--- src/rtl/pipe_pkg.sv ---
// pipe_pkg: shared constants and writeback select encodings for the 5-stage pipeline
package pipe_pkg;
  localparam logic RST_ENABLED = 1'b1;
  localparam logic WRITE_ENABLED = 1'b1;
  localparam logic [2:0] WB_SEL_ALU = 3'd0;
  localparam logic [2:0] WB_SEL_DMEM = 3'd1;
  localparam logic [2:0] WB_SEL_PC4 = 3'd2;
  localparam logic [2:0] WB_SEL_RS = 3'd3;
  localparam logic [2:0] WB_SEL_LB = 3'd4;
  localparam logic [2:0] WB_SEL_LBU = 3'd5;
  localparam logic [2:0] WB_SEL_LH = 3'd6;
  localparam logic [2:0] WB_SEL_LHU = 3'd7;
  localparam logic [4:0] REG_ZERO = 5'd0;
endpackage

--- src/rtl/wb_load_fmt.sv ---
// wb_load_fmt: writeback source select with little-endian sub-word load extraction
module wb_load_fmt
  import pipe_pkg::*;
(
  input  logic [31:0] i_alu,
  input  logic [31:0] i_dmem,
  input  logic [31:0] i_pc4,
  input  logic [31:0] i_rs_data,
  input  logic [2:0]  i_sel,
  output logic [31:0] o_wdata
);
  logic [31:0] w_shift;
  logic [7:0]  w_byte;
  logic [15:0] w_half;
  assign w_shift = i_dmem >> {i_alu[1:0], 3'b000};
  assign w_byte = w_shift[7:0];
  // alu[0] is not consulted: misaligned halves never reach writeback
  assign w_half = i_alu[1] ? i_dmem[31:16] : i_dmem[15:0];
  always_comb begin
    o_wdata = i_alu;
    case (i_sel)
      WB_SEL_ALU:  o_wdata = i_alu;
      WB_SEL_DMEM: o_wdata = i_dmem;
      WB_SEL_PC4:  o_wdata = i_pc4;
      WB_SEL_RS:   o_wdata = i_rs_data;
      WB_SEL_LB:   o_wdata = {{24{w_byte[7]}}, w_byte};
      WB_SEL_LBU:  o_wdata = {24'd0, w_byte};
      WB_SEL_LH:   o_wdata = {{16{w_half[15]}}, w_half};
      WB_SEL_LHU:  o_wdata = {16'd0, w_half};
      default:     o_wdata = i_alu;
    endcase
  end
endmodule

--- src/rtl/pipe_wb_regfile.sv ---
// pipe_wb_regfile: writeback stage and architectural register file with write-through read ports
module pipe_wb_regfile
  import pipe_pkg::*;
#(
  parameter int REG_COUNT = 32,
  parameter int DATA_W = 32,
  localparam int AW = $clog2(REG_COUNT)
) (
  input  logic              clk,
  input  logic              rst,
  input  logic [DATA_W-1:0] wb_alu_out,
  input  logic [DATA_W-1:0] wb_dmem_out,
  input  logic [DATA_W-1:0] wb_pc4,
  input  logic [DATA_W-1:0] wb_rs_data_out,
  input  logic [AW-1:0]     wb_rf_waddr,
  input  logic              wb_rf_wena,
  input  logic [2:0]        wb_rf_mux_sel,
  input  logic [AW-1:0]     id_rs_addr,
  input  logic [AW-1:0]     id_rt_addr,
  output logic [DATA_W-1:0] id_rs_data,
  output logic [DATA_W-1:0] id_rt_data,
  output logic [DATA_W-1:0] wb_rf_wdata,
  output logic              wb_commit,
  output logic [31:0]       retire_cnt
);
  logic [DATA_W-1:0] r_regs [REG_COUNT];
  logic              r_commit;
  logic [31:0]       r_retire_cnt;
  logic [DATA_W-1:0] w_wdata;
  logic              w_commit;
  wb_load_fmt u_fmt (
    .i_alu(wb_alu_out),
    .i_dmem(wb_dmem_out),
    .i_pc4(wb_pc4),
    .i_rs_data(wb_rs_data_out),
    .i_sel(wb_rf_mux_sel),
    .o_wdata(w_wdata)
  );
  assign w_commit = wb_rf_wena == WRITE_ENABLED && wb_rf_waddr != AW'(REG_ZERO);
  always_ff @(posedge clk) begin
    if (rst == RST_ENABLED) begin
      for (int i = 0; i < REG_COUNT; i++) r_regs[i] <= '0;
      r_commit <= 1'b0;
      r_retire_cnt <= '0;
    end else begin
      r_commit <= w_commit;
      if (w_commit) begin
        r_regs[wb_rf_waddr] <= w_wdata;
        r_retire_cnt <= r_retire_cnt + 32'd1;
      end
    end
  end
  always_comb begin
    id_rs_data = id_rs_addr == AW'(REG_ZERO) ? '0 :
                 (w_commit && wb_rf_waddr == id_rs_addr) ? w_wdata : r_regs[id_rs_addr];
    id_rt_data = id_rt_addr == AW'(REG_ZERO) ? '0 :
                 (w_commit && wb_rf_waddr == id_rt_addr) ? w_wdata : r_regs[id_rt_addr];
  end
  assign wb_rf_wdata = w_wdata;
  assign wb_commit = r_commit;
  assign retire_cnt = r_retire_cnt;
endmodule

--- config.mk ---
export PLATFORM = sky130hd
export DESIGN_NAME = pipe_wb_regfile
export DESIGN_NICKNAME = d
export VERILOG_FILES = /design/src/rtl/pipe_pkg.sv /design/src/rtl/wb_load_fmt.sv /design/src/rtl/pipe_wb_regfile.sv
export SDC_FILE = /design/constraint.sdc
export NUM_CORES = 2
export LEC_CHECK = 0
export BUFFER_PORTS_ARGS = -buffer_cell sky130_fd_sc_hd__buf_4
export CAP_MARGIN = 20
export CORE_UTILIZATION = 40
export DETAILED_ROUTE_END_ITERATION = 8
export PLACE_DENSITY_LB_ADDON = 0.25
export SLEW_MARGIN = 30
export SYNTH_ARGS = -nofsm -noshare
export SYNTH_HDL_FRONTEND = slang
export SYNTH_SLANG_ARGS = --single-unit
--- constraint.sdc ---
create_clock -name clk -period 6.3 [get_ports clk]
set_clock_uncertainty 0.1 [all_clocks]
set_input_delay 1.26 -clock clk [delete_from_list [all_inputs] [get_ports clk]]
set_output_delay 1.26 -clock clk [all_outputs]
set_load 0.01 [all_outputs]
# Word-level counts from Yosys, hierarchy flattened
# Memory sizes are Yosys's and may differ from the RTL's.
# Cells that the tools add are included.
dict set report word_totals {
  register_bits 33
  mem_bits_rw 1024
  wordCells 36
  memories 1
}
dict set report classes {
  muxes 14
  n_shift 1
  add_sub_neg 1
  n_eq_ne 9
  n_reduce_logical 8
}
# memory words word_bits read_ports rd_ports_with_merged_regs write_ports line
set memory_table {}
lappend memory_table {r_regs 32 32 2 0 32 pipe_wb_regfile.sv:26} ;# logic [DATA_W-1:0] r_regs [REG_COUNT];
# cell n
set op_table {}
lappend op_table {{32-bit one-hot mux with 8 select lines} 1}
lappend op_table {{32-bit 2-to-1 mux} 5}
lappend op_table {{32-bit by 1-bit adder with 32-bit output (second input constant)} 1}
lappend op_table {{32-bit OR reduction} 1}
lappend op_table {{32-bit by 5-bit right shift with 8-bit output} 1}
lappend op_table {{16-bit 2-to-1 mux} 1}
lappend op_table {{3-bit == test (second input constant)} 4}
lappend op_table {{5-bit == test} 2}
lappend op_table {{5-bit logical NOT} 2}
lappend op_table {{3-bit by 2-bit == test with 1-bit output (second input constant)} 2}
lappend op_table {{1-bit 2-to-1 mux} 6}
lappend op_table {{5-bit 2-to-1 mux} 1}
lappend op_table {{5-bit nonzero test} 1}
lappend op_table {{3-bit by 1-bit == test with 1-bit output (second input constant)} 1}
lappend op_table {{1-bit logical AND} 3}
lappend op_table {{3-bit logical NOT} 1}

# Depth between registers and ports, before layout
dict set report logic_depth {
  ltp_word 7
  mapped_depth 11
  mapped_depth_nobuf 6
}

# Hierarchy
# A second synthesis with hierarchy kept.
dict set report hier_totals {
  cells_unflattened 4115
  hier_area_um2 58728.8
}
# module instances cells_each area_each_um2
set by_module_without_submodules {}
lappend by_module_without_submodules {pipe_wb_regfile 1 3904 57248.7}
lappend by_module_without_submodules {wb_load_fmt 1 211 1480.2}

# Worst setup path before layout
# Ideal clock, no wire load.
dict set report synth_path {
  kind {input to output}
  startpoint {in id_rt_addr[0]}
  endpoint {out id_rt_data[11]}
  slack_ps 2020
  t_arrival_ps 2920
  path_buffers 4
  path_stages 9
  path_cell_list {buf_6 > buf_12 > buf_12 > buf_2 > mux4_2 > o21ai_0 > a21oi_1 > nor2_1 > o22ai_1}
}
dict set report synth_between {
  elab_chain_cells 4
  word_cells_on_any_way 6
}
# item line
set synth_lines {}
lappend synth_lines {{start: declaration} pipe_wb_regfile.sv:19} ;# input logic [AW-1:0] id_rt_addr,
lappend synth_lines {{branches (longest 3 deep; another with memory 32 x 32 bit)} n/a}
lappend synth_lines {{32-bit 2-to-1 mux (*)} pipe_wb_regfile.sv:56} ;# id_rt_data = id_rt_addr == AW'(REG_ZERO) ? '0 :
lappend synth_lines {{end: declaration} pipe_wb_regfile.sv:21} ;# output logic [DATA_W-1:0] id_rt_data,
# Mark *: on every way between the ends.

# Worst setup path in the final report
dict set report layout_path {
  startpoint {in id_rt_addr[0]}
  endpoint {out id_rt_data[16]}
}
# The elaborated chain is that of the path after synthesis.

==> impl_metrics.toml <==
[critical_path]
cpPeakStageDelay_ps = 580
worstSetupPathDepth = 9
path_common_cell = "a22oi_1"
slowest_stage = "buf_8"
crit_path_start = "id_rt_addr[0]"
crit_type = "in2out"
reg2regPathDepth = 6
path_max_fanout = 66
arrival_ps = 4220
cp.required_ps = 4940
worst-path-buf-inv = 3
regToRegSetupSlack_ps = 4000
start_kind = "input pin"
cp_top_family = "compound AO/OA/AOI/OAI gates"
end_kind = "output port"
regToRegEndpoint = "retire_cnt[29]"
path_cells = "buf_8 > buf_12 > mux2i_1 > a22oi_1 > a22oi_1 > o211ai_1 > nor2_1 > o22ai_1 > buf_4"
r2r-start = "retire_cnt[3]"
crit_end = "id_rt_data[16]"

[logic_synthesis]
synth_top_cells_by_count = "nor2_1, edfxtp_1, mux2i_1"
ys_types = 69
yosysMostFrequentCell = "nor2_1"
synth_area_leaders = "edfxtp_1, mux4_2, mux2i_1"
netlist_instances = 4540
yosysTopAreaCell = "edfxtp_1"
syn_area_per_cell_um2 = 12.61
synthFlopType = "edfxtp_1"
postSynthRegisterBits = 1057
ys_seq_area_share_pct = 54.86
synth_edf_count = 1024
yosysTopAreaCellShare_pct = 53.71
ys_async_sr_fraction_pct = 0
synth_area_um2 = 57250
yosysWarnings = 0

[power]
leakage_nw = 23.71
p_sw_mw = 4.815
irDropWorstVdd_mv = 0.2234
clockPowerShare_pct = 37.6
p_per_area_nw_per_um2 = 271.6
combPwrFrac_pct = 15.6
p_int_mw = 12.88
p_sw_share_pct = 27.22
pwr-share-seq_pct = 46.8

[sta]
fin_ws_ps = 718.3
fmax_mhz = 179.2
hold_viol_final = 0
fin_tns_setup_ps = 0
rsz0062_at_grt = "false"
maxSlewHeadroom_pct = 31.94
worst_pin_slew_ps = 1021
setup_viol = 0
drv_slew = 0
min_period_ps = 5582
period_share_pct = 88.60

[detailed_routing]
drc = 0
vias = 42700
vias_per_cell = 6.386
drt_iter0_drc = 6103
final_antenna_net_count = 0
firstDrtPassIters = 6
wire_per_inst_um = 32.05
totalWireLength_um = 214300

[cts]
cts_hold_buf = 0
clk_pin_slew_worst_paths_ps = 60
numCtsBuffers = 109
cts_tree = "yes"
ctsResizeCount = 0
cts.path.max_buffers = 3
cts-root-buf = "clkbuf_16"
clk_latency_ps = 730
post-cts-setup-buffer-count = 0
clock_sink_count = 1057
ctsHtreeMaxLevel = 3

[floorplanning]
start_util_pct = 40.39
dieArea_um2 = 144600
core_um2 = 141800
io_pins = 278
fp.dieH_um = 380.3
die_x_um = 380.3
rows = 138

[global_route]
antenna_found_initial = 2
grt_pass1_wl_um = 301000
overflow = 0
first_global_vias = 41680
grt_usage_pct = 28.82
grt_max_degree = 81

[status]
status = "finished, final reports clean"

[layout]
final_area_um2 = 65150
stdcell_count = 6687
nets = 4854
syn_to_final_growth_pct = 13.79
drive_gt1_share_pct = 22.22
num_antenna_cells = 0

[placed_design]
placed_area_um2 = 61540
dp_slack_ps = 879.2
place_inst = 6481
place.gp.congestion = 0.8945
io_buffers = 277
dpl.hpwl_um = 129100

[min_path]
hp-class = "reg2reg"
min_path_cells = 2

[flow_run]
cap_violations = 0
metrics by stage:
stage	power (mW)	hold WS (ps)	util, %
finish	17.69	395.0	45.95
global route	18.11	435.2	45.95
CTS	17.66	394.7	45.93
detailed placement	11.12	384.1	43.41
global placement	11.09	375.8	43.39
floorplan	9.965	403.6	-
layer usage:
metal	track usage (%)	vias up	part of all wire (%)
li1	-	17480	-
met3	6.084	508	11
met1	39.83	21810	39
met5	0	-	0
met4	12.62	0	4.9
met2	43.69	2898	45
worst min-delay path: cells and delay by family (launching register included):
family / cells / cell delay (ps)
DFF: 1 / 330
and+or+nand+nor: 1 / 60
AOI/OAI and AO/OA: 1 / 50
registers in the layout, summed over array words and instances, names as in the netlist:
signal,cells
r_regs,1024
retire_cnt,32
wb_commit,1
power by group through the flow:
stage               clock [mW]  sequential, mW  combinational, mW
finish                    6.65            8.28               2.77
global route              6.93            8.31               2.86
CTS                       6.68            8.27               2.72
detailed placement           0            8.41               2.71
global placement             0            8.39               2.69
floorplan                    0            8.35               1.62
how the worst min path moves through the flow:
stage,start,endpoint
2_1_floorplan,retire_cnt[1],retire_cnt[1]
3_3_place_gp,retire_cnt[1],retire_cnt[1]
3_5_place_dp,retire_cnt[1],retire_cnt[1]
4_1_cts,retire_cnt[1],retire_cnt[1]
5_1_grt,retire_cnt[1],retire_cnt[1]
6_report,retire_cnt[1],retire_cnt[1]
cells in the final DEF (no fill, tap or decap), types with 27 or more instances in the layout:
master / synthesis / routed
a21oi_1: 77 / 77
a221oi_1: 109 / 109
xor2_1: 28 / 28
nand2_2: 0 / 31
a22oi_1: 180 / 180
nor2_1: 1153 / 1149
o211ai_1: 27 / 27
nand2_1: 92 / 61
mux4_2: 257 / 257
mux4_1: 30 / 30
conb_1: 1 / 32
clkbuf_16: 0 / 112
edfxtp_1: 1024 / 1024
o22ai_1: 52 / 52
inv_1: 29 / 29
buf_4: 26 / 465
dfxtp_1: 33 / 33
mux2i_1: 509 / 509
o21ai_1: 38 / 37
nand3_1: 104 / 104
o21ai_0: 68 / 68
clkinv_1: 0 / 27
cell type report:
type | instances | area [um2]
inverter | 39 | 146.4
tap | 1890 | 2365
multi-input combinational | 3003 | 23610
sequential | 1057 | 31410
clock inverter | 75 | 706.9
fill | 12770 | 76610
clock buffer | 129 | 2867
timing repair buffer | 494 | 4043
cell families after synthesis:
| group | count (synthesis) | share of synthesized area [%] |
|---|---|---|
| AO/OA/AOI/OAI | 620 | 8.019 |
| XOR/XNOR | 36 | 0.5508 |
| adder cells (fa/ha/maj) | 1 | 0.02185 |
| buffers and inverters | 511 | 4.885 |
| flip-flops | 1057 | 54.86 |
| multiplexers | 823 | 20.94 |
| other | 1 | 0.006550 |
| AND/OR/NAND/NOR | 1491 | 10.71 |
(Power assumes the default switching activity.)
